[config.mk]
export PLATFORM = sky130hd
export DESIGN_NAME = fetch_prefetch_queue_flat
export DESIGN_NICKNAME = d
export VERILOG_FILES = /design/src/rtl/fetch_prefetch_queue_if.sv /design/src/rtl/fetch_prefetch_queue.sv /design/src/flat_wrapper.sv
export SDC_FILE = /design/constraint.sdc
export NUM_CORES = 1
export LEC_CHECK = 0
export BUFFER_PORTS_ARGS = -buffer_cell sky130_fd_sc_hd__clkbuf_2
export CORE_ASPECT_RATIO = 0.8
export CORE_MARGIN = 2
export CORE_UTILIZATION = 50
export CTS_BUF_LIST = sky130_fd_sc_hd__clkbuf_4
export DETAILED_ROUTE_END_ITERATION = 7
export PLACE_DENSITY = 0.7
export SYNTH_ARGS = -nofsm -noshare
export SYNTH_HDL_FRONTEND = slang
export SYNTH_SLANG_ARGS = --single-unit
export TNS_END_PERCENT = 1
[constraint.sdc]
create_clock -name clock_i -period 4.6 [get_ports clock_i]
set_clock_uncertainty 0.05 [all_clocks]
set_input_delay 0.46 -clock clock_i [delete_from_list [all_inputs] [get_ports clock_i]]
set_output_delay 0.46 -clock clock_i [all_outputs]
set_load 0.01 [all_outputs]
[src/rtl/fetch_prefetch_queue_if.sv]
// Fetch front-end bus: instruction-memory request/ack, redirect, and the
// valid/ready instruction stream toward the datapath.
interface fetch_prefetch_queue_if;
   logic        mem_req_o;
   logic [31:0] mem_addr_o;
   logic        mem_ack_i;
   logic [31:0] mem_rdata_i;
   logic        redirect_i;
   logic [31:0] redirect_pc_i;
   logic        instr_valid_o;
   logic [31:0] instr_o;
   logic [31:0] instr_pc_o;
   logic        instr_ready_i;

   // Fetch unit view
   modport master (
      output mem_req_o, mem_addr_o, instr_valid_o, instr_o, instr_pc_o,
      input  mem_ack_i, mem_rdata_i, redirect_i, redirect_pc_i, instr_ready_i
   );

   // Memory + datapath view
   modport slave (
      input  mem_req_o, mem_addr_o, instr_valid_o, instr_o, instr_pc_o,
      output mem_ack_i, mem_rdata_i, redirect_i, redirect_pc_i, instr_ready_i
   );
endinterface

[src/rtl/fetch_prefetch_queue.sv]
// Sequential instruction prefetcher: one outstanding memory request, a small
// PC/word FIFO, redirect flush. Optional same-cycle bypass: FETCH_BYPASS_EN.
module fetch_prefetch_queue #(
   parameter int unsigned DEPTH    = 4,
   parameter logic [31:0] RESET_PC = 32'h0000_0000
) (
   input  logic                   clock_i,
   input  logic                   reset_i,
   fetch_prefetch_queue_if.master bus_io
);

   localparam int unsigned PW = $clog2(DEPTH);
   localparam int unsigned CW = PW + 1;
   localparam logic [31:0] RESET_PC_A = {RESET_PC[31:2], 2'b00};

   typedef enum logic [1:0] {
      IDLE    = 2'd0,
      REQ     = 2'd1,
      DISCARD = 2'd2
   } state_e;

   typedef struct packed {
      logic [31:0] pc;
      logic [31:0] word;
   } entry_t;

   state_e        state_q, state_d;
   logic          mem_req_q, mem_req_d;
   logic [31:0]   mem_addr_q, mem_addr_d;
   logic [31:0]   fetch_pc_q, fetch_pc_d;
   logic [PW-1:0] rd_ptr_q, rd_ptr_d;
   logic [PW-1:0] wr_ptr_q, wr_ptr_d;
   logic [CW-1:0] count_q, count_d;
   entry_t        fifo_q [DEPTH];

   entry_t        head_c;
   logic [31:0]   redirect_pc_c;
   logic          ack_req_c;
   logic          fifo_valid_c;
   logic          bypass_c;
   logic          push_c;
   logic          pop_c;
   logic [CW:0]   occ_next_c;
   logic          space_c;

   assign redirect_pc_c = bus_io.redirect_pc_i & ~32'h0000_0003;
   assign ack_req_c     = (state_q == REQ) && bus_io.mem_ack_i;
   assign fifo_valid_c  = (count_q != '0);
   assign head_c        = fifo_q[rd_ptr_q];

   // Returned word goes straight out when nothing is queued ahead of it
`ifdef FETCH_BYPASS_EN
   assign bypass_c = ack_req_c && !bus_io.redirect_i && !fifo_valid_c;
`else
   assign bypass_c = 1'b0;
`endif

   assign pop_c  = fifo_valid_c && bus_io.instr_ready_i && !bus_io.redirect_i;
   assign push_c = ack_req_c && !bus_io.redirect_i &&
                   !(bypass_c && bus_io.instr_ready_i);

   assign occ_next_c = {1'b0, count_q}
                     + {{CW{1'b0}}, push_c}
                     - {{CW{1'b0}}, pop_c};
   assign space_c    = (occ_next_c < (CW+1)'(DEPTH));

   assign bus_io.mem_req_o     = mem_req_q;
   assign bus_io.mem_addr_o    = mem_addr_q;
   assign bus_io.instr_valid_o = fifo_valid_c || bypass_c;
   assign bus_io.instr_o       = fifo_valid_c ? head_c.word :
                                 (bypass_c ? bus_io.mem_rdata_i : 32'h0);
   assign bus_io.instr_pc_o    = fifo_valid_c ? head_c.pc :
                                 (bypass_c ? mem_addr_q : 32'h0);

   // Request FSM: next state and registered memory-side outputs
   always_comb begin
      state_d    = state_q;
      mem_req_d  = mem_req_q;
      mem_addr_d = mem_addr_q;
      fetch_pc_d = fetch_pc_q;

      unique case (state_q)
         IDLE: begin
            if (bus_io.redirect_i) begin
               fetch_pc_d = redirect_pc_c;
               state_d    = REQ;
               mem_req_d  = 1'b1;
               mem_addr_d = redirect_pc_c;
            end else if (space_c) begin
               state_d    = REQ;
               mem_req_d  = 1'b1;
               mem_addr_d = fetch_pc_q;
            end
         end

         REQ: begin
            if (bus_io.redirect_i) begin
               fetch_pc_d = redirect_pc_c;
               if (bus_io.mem_ack_i) begin
                  mem_addr_d = redirect_pc_c;
               end else begin
                  // Address must stay stable until the stale request acks
                  state_d = DISCARD;
               end
            end else if (bus_io.mem_ack_i) begin
               fetch_pc_d = fetch_pc_q + 32'd4;
               if (space_c) begin
                  mem_addr_d = fetch_pc_q + 32'd4;
               end else begin
                  state_d   = IDLE;
                  mem_req_d = 1'b0;
               end
            end
         end

         DISCARD: begin
            if (bus_io.redirect_i) begin
               fetch_pc_d = redirect_pc_c;
            end
            if (bus_io.mem_ack_i) begin
               state_d    = REQ;
               mem_addr_d = bus_io.redirect_i ? redirect_pc_c : fetch_pc_q;
            end
         end

         default: begin
            state_d   = IDLE;
            mem_req_d = 1'b0;
         end
      endcase
   end

   // FIFO pointer/occupancy update; redirect empties the queue
   always_comb begin
      rd_ptr_d = rd_ptr_q;
      wr_ptr_d = wr_ptr_q;
      count_d  = count_q;
      if (bus_io.redirect_i) begin
         rd_ptr_d = '0;
         wr_ptr_d = '0;
         count_d  = '0;
      end else begin
         if (push_c) begin
            wr_ptr_d = wr_ptr_q + PW'(1);
         end
         if (pop_c) begin
            rd_ptr_d = rd_ptr_q + PW'(1);
         end
         count_d = occ_next_c[CW-1:0];
      end
   end

   always_ff @(posedge clock_i) begin
      if (reset_i) begin
         state_q    <= IDLE;
         mem_req_q  <= 1'b0;
         mem_addr_q <= RESET_PC_A;
         fetch_pc_q <= RESET_PC_A;
         rd_ptr_q   <= '0;
         wr_ptr_q   <= '0;
         count_q    <= '0;
      end else begin
         state_q    <= state_d;
         mem_req_q  <= mem_req_d;
         mem_addr_q <= mem_addr_d;
         fetch_pc_q <= fetch_pc_d;
         rd_ptr_q   <= rd_ptr_d;
         wr_ptr_q   <= wr_ptr_d;
         count_q    <= count_d;
      end
   end

   // Storage needs no reset: entries are only observed while counted valid
   always_ff @(posedge clock_i) begin
      if (push_c) begin
         fifo_q[wr_ptr_q] <= '{pc: mem_addr_q, word: bus_io.mem_rdata_i};
      end
   end

endmodule

[src/flat_wrapper.sv]
// flat-port wrapper written by rule: the top's interface ports become plain ports
module fetch_prefetch_queue_flat 
#(
   parameter int unsigned DEPTH    = 4,
   parameter logic [31:0] RESET_PC = 32'h0000_0000
)
  (clock_i, reset_i, bus_io_mem_req_o, bus_io_mem_addr_o, bus_io_instr_valid_o, bus_io_instr_o, bus_io_instr_pc_o, bus_io_mem_ack_i, bus_io_mem_rdata_i, bus_io_redirect_i, bus_io_redirect_pc_i, bus_io_instr_ready_i);
  fetch_prefetch_queue_if bus_io_i ();
  input  logic clock_i;
  input  logic reset_i;
  output wire logic [$bits(bus_io_i.mem_req_o)-1:0] bus_io_mem_req_o;
  output wire logic [$bits(bus_io_i.mem_addr_o)-1:0] bus_io_mem_addr_o;
  output wire logic [$bits(bus_io_i.instr_valid_o)-1:0] bus_io_instr_valid_o;
  output wire logic [$bits(bus_io_i.instr_o)-1:0] bus_io_instr_o;
  output wire logic [$bits(bus_io_i.instr_pc_o)-1:0] bus_io_instr_pc_o;
  input wire logic [$bits(bus_io_i.mem_ack_i)-1:0] bus_io_mem_ack_i;
  input wire logic [$bits(bus_io_i.mem_rdata_i)-1:0] bus_io_mem_rdata_i;
  input wire logic [$bits(bus_io_i.redirect_i)-1:0] bus_io_redirect_i;
  input wire logic [$bits(bus_io_i.redirect_pc_i)-1:0] bus_io_redirect_pc_i;
  input wire logic [$bits(bus_io_i.instr_ready_i)-1:0] bus_io_instr_ready_i;
  assign bus_io_mem_req_o = bus_io_i.mem_req_o;
  assign bus_io_mem_addr_o = bus_io_i.mem_addr_o;
  assign bus_io_instr_valid_o = bus_io_i.instr_valid_o;
  assign bus_io_instr_o = bus_io_i.instr_o;
  assign bus_io_instr_pc_o = bus_io_i.instr_pc_o;
  assign bus_io_i.mem_ack_i = bus_io_mem_ack_i;
  assign bus_io_i.mem_rdata_i = bus_io_mem_rdata_i;
  assign bus_io_i.redirect_i = bus_io_redirect_i;
  assign bus_io_i.redirect_pc_i = bus_io_redirect_pc_i;
  assign bus_io_i.instr_ready_i = bus_io_instr_ready_i;
  fetch_prefetch_queue #(.DEPTH(DEPTH), .RESET_PC(RESET_PC)) u_core (.clock_i(clock_i), .reset_i(reset_i), .bus_io(bus_io_i));
endmodule
==> flow_summary_export.csv, run 1 <==
group,metric,value,unit
route,drt-total-wl,33.50,mm
placement,dp_slack,0.9708,ns
floorplan,rows,55,
route,via_count,9716,
power,power.share.switching,0.2405,
route,via_per_inst,5.616,
finish,area_growth,17.75,%
clocking,clock_latency,0.70,ns
placement,gp_congestion,0.8959,
route,met1_length,15.19,mm
sta,fin_crit_sh,0.7391,
hold_path,hold_start,"bus_io_redirect_pc_i[9]",
critical_path,cp-startpoint,"u_core.count_q[2]$_SDFF_PP0_",
clocking,clockBufferDepth,3,
power,power.internal,4.865,mW
critical_path,crit_type,"reg -> reg",
yosys,synth-edff-count,256,
floorplan,die_w,194.5,um
critical_path,path_max_fanout,10,
sta,clock.fmax,294.1,MHz
grt,grt-ovfl-total,0,
sta,hold_violations,0,
placement,port_buffers,164,
yosys,yosysUniqueCellTypes,57,
yosys,synthFlopType,"edfxtp_1",
grt,grt_max_degree,67,
clocking,cts_root_buffer,"clkbuf_4",
yosys,yosysWarnings,0,
floorplan,start_util,0.5107,
power,p_clk_frac,0.392,
yosys,synth_area,0.01452,sq mm
yosys,synth-seq-cells,332,
clocking,cts_sinks,332,
finish,layout-drive-gt1-share,0.2877,
yosys,avgSynthCellArea,13.54,sq um
floorplan,ioPinCount,167,
sta,rsz0062_at_grt,"no",
route,met3_wirelength,2.750,mm
power,ir_worst_vdd,168.7,uV
finish,seqCellArea,0.009214,sq mm
route,highest_layer,"met4",
yosys,async_flop_share,0,
floorplan,fp.coreArea,0.02842,sq mm
finish,multi_input_area,0.004910,sq mm
route,drtAntennaViolNets,0,
critical_path,r2r-start,"u_core.count_q[2]$_SDFF_PP0_",
hold_path,hp-class,"in -> reg",
grt,grt_pass1_vias,9224,
critical_path,r2r_setup_slack,1.20,ns
floorplan,die_y,156.4,um
route,drc,0,
placement,dp_hpwl,20.80,mm
grt,grt_pass1_wl,52.18,mm
clocking,cts_made_buffers,81,
sta,slew_headroom,0.3033,
sta,tns,0,ns
placement,placed_area,0.01560,sq mm
clocking,cts_tree,"built",
sta,worst_pin_slew,1.041,ns
yosys,yosysSeqAreaShare,0.6344,
sta,fin_ws,1.200,ns
clocking,cts.htree.levels,3,
clocking,cts.clk_slew.worst_paths,0.07,ns
finish,filler_cell_count,2248,
sta,hold-worst-slack,0.08600,ns
floorplan,die-area,0.03042,sq mm
sta,final_max_slew_viol_count,0,
route,drt-pass1-iter-count,6,
power,p_seq_frac,0.534,
yosys,synth_nets,1152,
route,wl_met2,15.07,mm
sta,fin_crit,3.400,ns
critical_path,end_kind,"flop",
sta,setup_viol,0,
power,p_per_area,374.8,mW/mm^2
grt,antenna_found_initial,1,
finish,fin_util,0.6014,
grt,grt_use_total,0.2216,
route,first_iter_violations,710,
outcome,outcome,"completed",
critical_path,cp-start-kind,"flop",
route,routedWlPerCell,19.36,um
finish,final_area,0.01709,sq mm
yosys,syn_inst,1072,
power,p_leak,6.147,nW
finish,nets,1373,
flow_run,maxCapViolCount,0,
power,switching_power,1.540,mW
power,combPwrFrac,0.074,
critical_path,crit_arrival,3.95,ns
critical_path,worstPathRequired,5.15,ns
==> layer usage <==
layer | vias to the layer above | track usage
met1 | 4740 | 0.3227
met3 | 49 | 0.04978
met4 | 0 | 0.06447
li1 | 4528 | -
met5 | - | 0
met2 | 399 | 0.3362
==> critical path, cell delays in order (launching register included) <==
cell	delay [ns]
dfxtp_1	0.32
inv_1	0.14
nand3_2	0.09
nand2_1	0.11
nor2_1	0.05
ha_1	0.30
inv_1	0.05
ha_1	0.15
inv_1	0.06
fa_1	0.37
xnor2_1	0.26
nand3b_1	0.15
o21ai_2	0.42
buf_4	0.25
nand2b_1	0.22
o32ai_1	0.32
==> layout make-up <==
| type | instances | area share |
|---|---|---|
| sequential | 332 | 0.5391 |
| multi-input combinational | 642 | 0.2873 |
| timing repair buffer | 219 | 0.07877 |
| clock buffer | 124 | 0.05447 |
| tap | 370 | 0.02709 |
| clock inverter | 25 | 0.009444 |
| inverter | 17 | 0.003734 |
| antenna | 1 | 0.0001464 |
==> cell usage after synthesis (all sizes together) (10+ instances only) <==
| master | instances | share of area |
|---|---|---|
| a21oi | 54 | 0.019 |
| and2 | 73 | 0.031 |
| buf | 31 | 0.011 |
| clkbuf | 50 | 0.013 |
| dfxtp | 76 | 0.10 |
| edfxtp | 256 | 0.53 |
| ha | 10 | 0.0086 |
| inv | 17 | 0.0044 |
| mux4 | 64 | 0.099 |
| nand2 | 72 | 0.019 |
| nand2b | 26 | 0.011 |
| nand3 | 36 | 0.013 |
| nand4 | 13 | 0.0056 |
| nor2 | 78 | 0.020 |
| nor3 | 19 | 0.0073 |
| o211ai | 10 | 0.0052 |
| o21ai | 39 | 0.014 |
| o22ai | 17 | 0.0073 |
| xnor2 | 17 | 0.010 |
| xor2 | 26 | 0.016 |
==> final timing paths <==
kind | endpoint | cells past startpoint
hold / removal | u_core.fetch_pc_q[9]$_SDFFE_PP0P_ | 3
setup reg to reg | u_core.bus_io.mem_addr_o[8]$_SDFFE_PP0P_ | 15
setup / recovery | u_core.bus_io.mem_addr_o[8]$_SDFFE_PP0P_ | 15
hold reg to reg | u_core.bus_io.mem_addr_o[1]$_SDFFE_PP0P_ | 2
==> state kept, by name (all words and copies together), names as in the netlist, named ones only <==
signal and count:
u_core.fifo_q 256, u_core.bus_io.mem_addr_o 32, u_core.fetch_pc_q 32, u_core.count_q 3
u_core.rd_ptr_q 2, u_core.state_q 2, u_core.wr_ptr_q 2, u_core.bus_io.mem_req_o 1
==> what timing repair did <==
action	in CTS	in global routing
endpoints found under the hold margin	136	0
resized for setup	0	0
hold buffers	40	0
setup buffers	0	0
==> metrics by stage <==
stage          instances  total power [mW]
4_1_cts             1729             6.473
5_1_grt             1730             6.678
6_report            1730             6.406
3_5_place_dp        1540             3.928
2_1_floorplan       1072             3.736
3_3_place_gp        1540             3.914
==> cell families (layout without fill, tap and decap cells) <==
| group | count (synthesis) | in the layout | synth area share |
|---|---|---|---|
| muxes | 71 | 71 | 0.1041 |
| and+or+nand+nor | 353 | 353 | 0.1268 |
| xor gates and xnor gates | 43 | 43 | 0.02595 |
| adders and majority gates | 11 | 11 | 0.009999 |
| buffers and inverters | 98 | 385 | 0.02836 |
| AOI/OAI and AO/OA | 164 | 164 | 0.07034 |
| other | 0 | 1 | 0 |
| DFF | 332 | 332 | 0.6344 |
==> layout by cell type, fill, tap and decap left out, types with 13 or more instances in the layout <==
cell and n:
nand4_1 13, clkinv_1 19, clkbuf_4 124, nand2b_1 26, buf_4 14, mux4_2 64
edfxtp_1 256, a21oi_1 54, o22ai_1 17, inv_1 17, xnor2_1 17, dfxtp_1 74
nand3_1 34, dlygate4sd3_1 40, xor2_1 26, nor2_1 78, nand2_1 72, clkbuf_2 164
and2_1 69, nor3_1 18, o21ai_0 37
==> power by group through the flow <==
stage / registers (mW) / logic, mW / clock network [mW]
finish: 3.42 / 0.475 / 2.51
CTS: 3.42 / 0.475 / 2.58
global route: 3.43 / 0.520 / 2.73
detailed placement: 3.48 / 0.445 / 0
floorplan: 3.44 / 0.296 / 0
global placement: 3.48 / 0.437 / 0
(Power assumes the default switching activity.)
==> run 2, diff against run 1 <==
- PLACE_DENSITY: 0.7 -> 0.73
- clock period: 4.6 -> 3.1 ns (I/O delays scaled with it)
==> run 2 against run 1 <==
Sequential power increased by 48%. Flip-flop and latch count unchanged. Combinational power increased by 59%. Worst setup slack got worse by 1.0 ns. Global-route usage increased by 0.86 points. Wire length increased by 3.0%. Maximum frequency increased by 16%. First-iteration DRC count increased by 20%. Clock power increased by 46%.
==> flow_summary_export.csv, run 2 (synthesis gave the netlist of run 1 again) <==
group,metric,value,unit
floorplan,start_util,0.5107,
critical_path,crit_type,"reg -> reg",
critical_path,r2r_setup_slack,0.17,ns
placement,placed_area,0.01581,sq mm
route,drtAntennaViolNets,0,
hold_path,hp-class,"in -> reg",
finish,layout-drive-gt1-share,0.3018,
finish,nets,1409,
clocking,cts_sinks,332,
finish,final_common_cell,"edfxtp_1",
grt,grt_busiest_layer,"met2",
clocking,cts.clk_slew.worst_paths,0.06,ns
sta,clock.fmax,341.4,MHz
finish,largest_reg_flops,256,
critical_path,path_max_fanout,7,
sta,fin_crit_sh,0.9448,
clocking,cts_made_buffers,82,
sta,worst_pin_slew,0.7436,ns
placement,gp_congestion,0.9280,
clocking,cts_tree,"built",
sta,slew_headroom,0.5025,
finish,area_growth,20.49,%
hold_path,min_path_cells,3,
power,ir_worst_vdd,319.2,uV
route,via_count,9957,
flow_run,maxCapViolCount,0,
sta,setup_viol,0,
route,drc,0,
sta,rsz0062_at_grt,"yes",
grt,grt-ovfl-total,0,
power,p_per_area,542.9,mW/mm^2
critical_path,rr_worst_depth,15,
route,via_per_inst,5.638,
sta,hold_violations,0,
outcome,outcome,"completed",
grt,grt_util_met3,0.05970,
grt,use_met2,0.3531,
floorplan,ioPinCount,167,
grt,met1_usage,0.3236,
clocking,cts_root_buffer,"clkbuf_4",
finish,fin_util,0.6154,
route,routedWlPerCell,19.54,um
placement,dp_hpwl,22.17,mm
grt,grt_pass1_vias,9943,
sta,fin_crit,2.929,ns
critical_path,cp-start-kind,"flop",
finish,regMostFlops,"u_core.fifo_q",
power,p_leak,6.329,nW
sta,hold-worst-slack,0.04267,ns
floorplan,die-area,0.03042,sq mm
grt,grt_pass1_wl,54.20,mm
route,drt-total-wl,34.52,mm
critical_path,end_kind,"flop",
floorplan,die_y,156.4,um
finish,final_cell_mix,"edfxtp_1, clkbuf_2, clkbuf_4, nor2_1, dfxtp_1",
finish,final_area,0.01749,sq mm
grt,grt_max_degree,67,
route,drt-pass1-iter-count,5,
sta,final_max_slew_viol_count,0,
grt,grt_use_total,0.2301,
grt,antenna_found_initial,1,
clocking,clock_latency,0.69,ns
critical_path,worstPathRequired,3.58,ns
clocking,clockBufferDepth,3,
route,first_iter_violations,853,
floorplan,fp.coreArea,0.02842,sq mm
floorplan,rows,55,
critical_path,crit_arrival,3.40,ns
clocking,cts.htree.levels,3,
placement,port_buffers,164,
floorplan,die_w,194.5,um
[run 2: cell count changes in the layout (fill, tap and decap cells not counted), moves of 2 or more]
cell           delta
nor2_1            -2
buf_4            +12
buf_12            +5
clkbuf_4          +2
inv_6             -2
clkinv_2          +2
inv_2             +2
buf_6             +2
dlygate4sd3_1    +16
clkinv_1          -2
[run 2: final cells by class]
cell class,instances,area [sq um]
Tap cell,370,462.9
Antenna cell,1,2.502
Clock inverter,24,128.9
Inverter,17,63.81
Sequential cell,332,9218
Clock buffer,126,945.9
Fill cell,2221,10930
Timing Repair Buffer,254,1719
Multi-Input combinational cell,642,4949
[run 2: final timing paths]
kind | to | startpoint
setup / recovery | u_core.bus_io.mem_addr_o[28]$_SDFFE_PP0P_ | u_core.count_q[1]$_SDFF_PP0_
hold / removal | u_core.bus_io.mem_addr_o[29]$_SDFFE_PP0P_ | bus_io_redirect_pc_i[29]
setup reg to reg | u_core.bus_io.mem_addr_o[28]$_SDFFE_PP0P_ | u_core.count_q[1]$_SDFF_PP0_
hold reg to reg | u_core.bus_io.mem_addr_o[1]$_SDFFE_PP0P_ | u_core.fetch_pc_q[1]$_SDFFE_PP0P_
[run 2: report_power, final]
group	internal [mW]	switching (mW)
logic	0.332	0.425
registers	4.92	0.155
clock network	1.94	1.72
total	7.19	2.30
[run 2: critical path, stage by stage, from the launching register on]
cell and delay [ns]:
dfxtp_2 0.33, inv_1 0.11, nand3_2 0.09, nand2_1 0.10
nor2_1 0.05, ha_1 0.28, inv_1 0.05, ha_1 0.15
inv_1 0.06, fa_1 0.40, xnor2_2 0.18, nand3b_1 0.17
o21ai_4 0.23, buf_6 0.17, mux2i_2 0.24, o32ai_2 0.12
[run 2: metal layers]
metal | part of all wire | vias up
li1 | - | 4611
met1 | 0.44 | 4824
met2 | 0.46 | 465
met3 | 0.085 | 57
met4 | 0.017 | 0
met5 | 0 | -
[run 2: timing repair]
action | 4_1_cts | 5_1_grt
resized for setup | 0 | 9
hold buffers | 56 | 0
hold endpoints to repair | 166 | 0
setup endpoints to repair | 0 | 24
buffers inserted | 0 | 1
[run 2: metrics by stage]
step | setup WS (ns) | power [mW] | TNS (ns) | cells
final | 0.1712 | 9.494 | 0 | 1766
after floorplan | 0.01334 | 5.553 | 0 | 1072
after detailed placement | 0.1367 | 5.851 | 0 | 1558
after global placement | 0.1789 | 5.826 | 0 | 1558
after CTS | 0.03257 | 9.565 | 0 | 1764
after global routing | -0.05497 | 9.906 | -0.09923 | 1766
==> run 3, diff against run 2 <==
- CORE_ASPECT_RATIO: 0.8 -> 1.2
- CTS_CLUSTER_SIZE: unset -> 10
- RECOVER_POWER: unset -> 100
==> run 3 against run 2 <==
Combinational power is 2% lower. Die area barely moved. Critical path depth is 1 lower. Critical path type unchanged. Critical endpoint is now u_core.bus_io.mem_addr_o[21]$_SDFFE_PP0P_. Largest cell class unchanged.
==> flow_summary_export.csv, run 3 (synthesis gave the netlist of run 1 again) <==
group,metric,value,unit
outcome,outcome,"completed",
sta,final_max_slew_viol_count,0,
critical_path,cp_num_cells,14,
sta,clock.fmax,340.1,MHz
placement,dp_hpwl,21.74,mm
hold_path,min_path_cells,4,
finish,final_cell_mix,"edfxtp_1, clkbuf_2, clkbuf_4, nor2_1, dfxtp_1",
critical_path,worstPathRequired,3.66,ns
route,drtAntennaViolNets,0,
grt,grt_pass1_vias,9873,
critical_path,cp_top_family,"simple AND/OR/NAND/NOR gates",
critical_path,cp_common_cell,"inv_1",
grt,grt_max_degree,67,
clocking,cts_made_buffers,79,
route,first_iter_violations,595,
route,via_per_inst,5.526,
sta,worst_pin_slew,0.7134,ns
placement,placed_area,0.01584,sq mm
critical_path,slowest_stage,"nor2_1",
sta,setup_viol,0,
route,drt-total-wl,33.35,mm
finish,regMostFlops,"u_core.fifo_q",
sta,fin_crit,2.941,ns
flow_run,maxCapViolCount,0,
power,p_leak,6.210,nW
clocking,clockBufferDepth,3,
critical_path,rr_worst_depth,14,
critical_path,path_max_fanout,10,
finish,largest_reg_flops,256,
critical_path,critPathMaxStageDelay,0.55,ns
critical_path,cp-start-kind,"flop",
grt,grt_use_total,0.2196,
clocking,cts.htree.levels,3,
critical_path,crit_buf_inv,3,
route,via_count,9831,
power,p_per_area,529.8,mW/mm^2
clocking,clock_latency,0.68,ns
route,drc,0,
critical_path,crit_type,"reg -> reg",
finish,area_growth,20.14,%
finish,layout-drive-gt1-share,0.2680,
placement,gp_congestion,0.9764,
clocking,cts_sinks,332,
power,ir_worst_vdd,258.0,uV
floorplan,rows,68,
finish,final_common_cell,"edfxtp_1",
hold_path,hp-class,"in -> reg",
floorplan,die_w,159.5,um
grt,grt_pass1_wl,52.12,mm
clocking,cts.clk_slew.worst_paths,0.07,ns
finish,nets,1411,
floorplan,start_util,0.5062,
sta,fin_crit_sh,0.9486,
clocking,post_cts.repair.setup_buffers,0,
sta,hold_violations,0,
sta,slew_headroom,0.5200,
grt,antenna_found_initial,1,
grt,grt-ovfl-total,0,
placement,port_buffers,164,
critical_path,crit_arrival,3.50,ns
critical_path,path_cells,"inv_1 > nand3_2 > nand2_1 > nor2_1 > ha_1 > inv_1 > ha_1 > inv_1 > fa_2 > xnor2_2 > nand3b_1 > o21ai_4 > nor2_1 > a32o_1",
finish,final_area,0.01744,sq mm
clocking,cts_root_buffer,"clkbuf_4",
clocking,cts_tree,"built",
route,drt-pass1-iter-count,5,
floorplan,die-area,0.03041,sq mm
critical_path,end_kind,"flop",
floorplan,ioPinCount,167,
power,p_total,9.238,mW
floorplan,fp.coreArea,0.02867,sq mm
sta,rsz0062_at_grt,"yes",
route,routedWlPerCell,18.74,um
floorplan,die_y,190.6,um
[run 3: changes by cell type in the layout (fill, tap and decap cells not counted), moves of 2 or more]
cell	previous run	this run
clkbuf_2	164	131
buf_4	26	23
clkbuf_1	0	34
clkbuf_4	126	116
dlygate4sd3_1	56	63
clkinv_1	17	19
[run 3: tightest hold or removal path, stage by stage]
cell and delay, ns:
clkbuf_2 0.08, nand2b_1 0.16, a21oi_1 0.09, o22ai_1 0.11
[run 3: timing repair]
| item | in CTS | in global routing |
|---|---|---|
| setup endpoints to repair | 0 | 32 |
| hold buffers | 63 | 0 |
| endpoints found under the hold margin | 183 | 0 |
| resized for setup | 0 | 5 |
[run 3: layout make-up]
class / instances / area (sq um)
Multi-Input combinational cell: 642 / 4932
Tap cell: 385 / 481.7
Inverter: 17 / 63.81
Timing Repair Buffer: 259 / 1738
Antenna cell: 2 / 5.005
Clock inverter: 26 / 128.9
Clock buffer: 116 / 870.8
Fill cell: 2311 / 11230
Sequential cell: 332 / 9218
[run 3: final timing paths]
check | slack [ns] | startpoint | to
setup reg to reg | 0.16 | u_core.count_q[1]$_SDFF_PP0_ | u_core.bus_io.mem_addr_o[21]$_SDFFE_PP0P_
hold reg to reg | 0.42 | u_core.fetch_pc_q[0]$_SDFFE_PP0P_ | u_core.bus_io.mem_addr_o[0]$_SDFFE_PP0P_
setup / recovery | 0.16 | u_core.count_q[1]$_SDFF_PP0_ | u_core.bus_io.mem_addr_o[21]$_SDFFE_PP0P_
hold / removal | 0.08 | bus_io_redirect_pc_i[14] | u_core.fetch_pc_q[14]$_SDFFE_PP0P_
[run 3: through the flow]
stage                     utilization  std cells  hold WS, ns  setup slack, ns  setup TNS (ns)
final                          0.6082       1779      0.08225           0.1594               0
after global routing           0.6082       1779      0.03702         -0.06131         -0.6601
after CTS                      0.6092       1777    0.0003390          0.07012               0
after detailed placement       0.5524       1572       0.4079           0.1265               0
after global placement         0.5524       1572       0.4011           0.1888               0
after floorplan                     -       1072       0.3393          0.01334               0
[run 3: per-layer routing]
| layer | global-route usage | share of wire | vias up |
|---|---|---|---|
| met5 | 0 | 0 | - |
| met4 | 0.08846 | 0.020 | 0 |
| met3 | 0.04632 | 0.060 | 50 |
| met2 | 0.3831 | 0.52 | 351 |
| met1 | 0.2677 | 0.40 | 4826 |
| li1 | - | - | 4604 |
[run 3: where the power goes]
| part | switching [mW] | internal (mW) |
|---|---|---|
| sequential | 0.147 | 4.92 |
| combinational | 0.412 | 0.329 |
| clock | 1.63 | 1.81 |
| total | 2.19 | 7.05 |
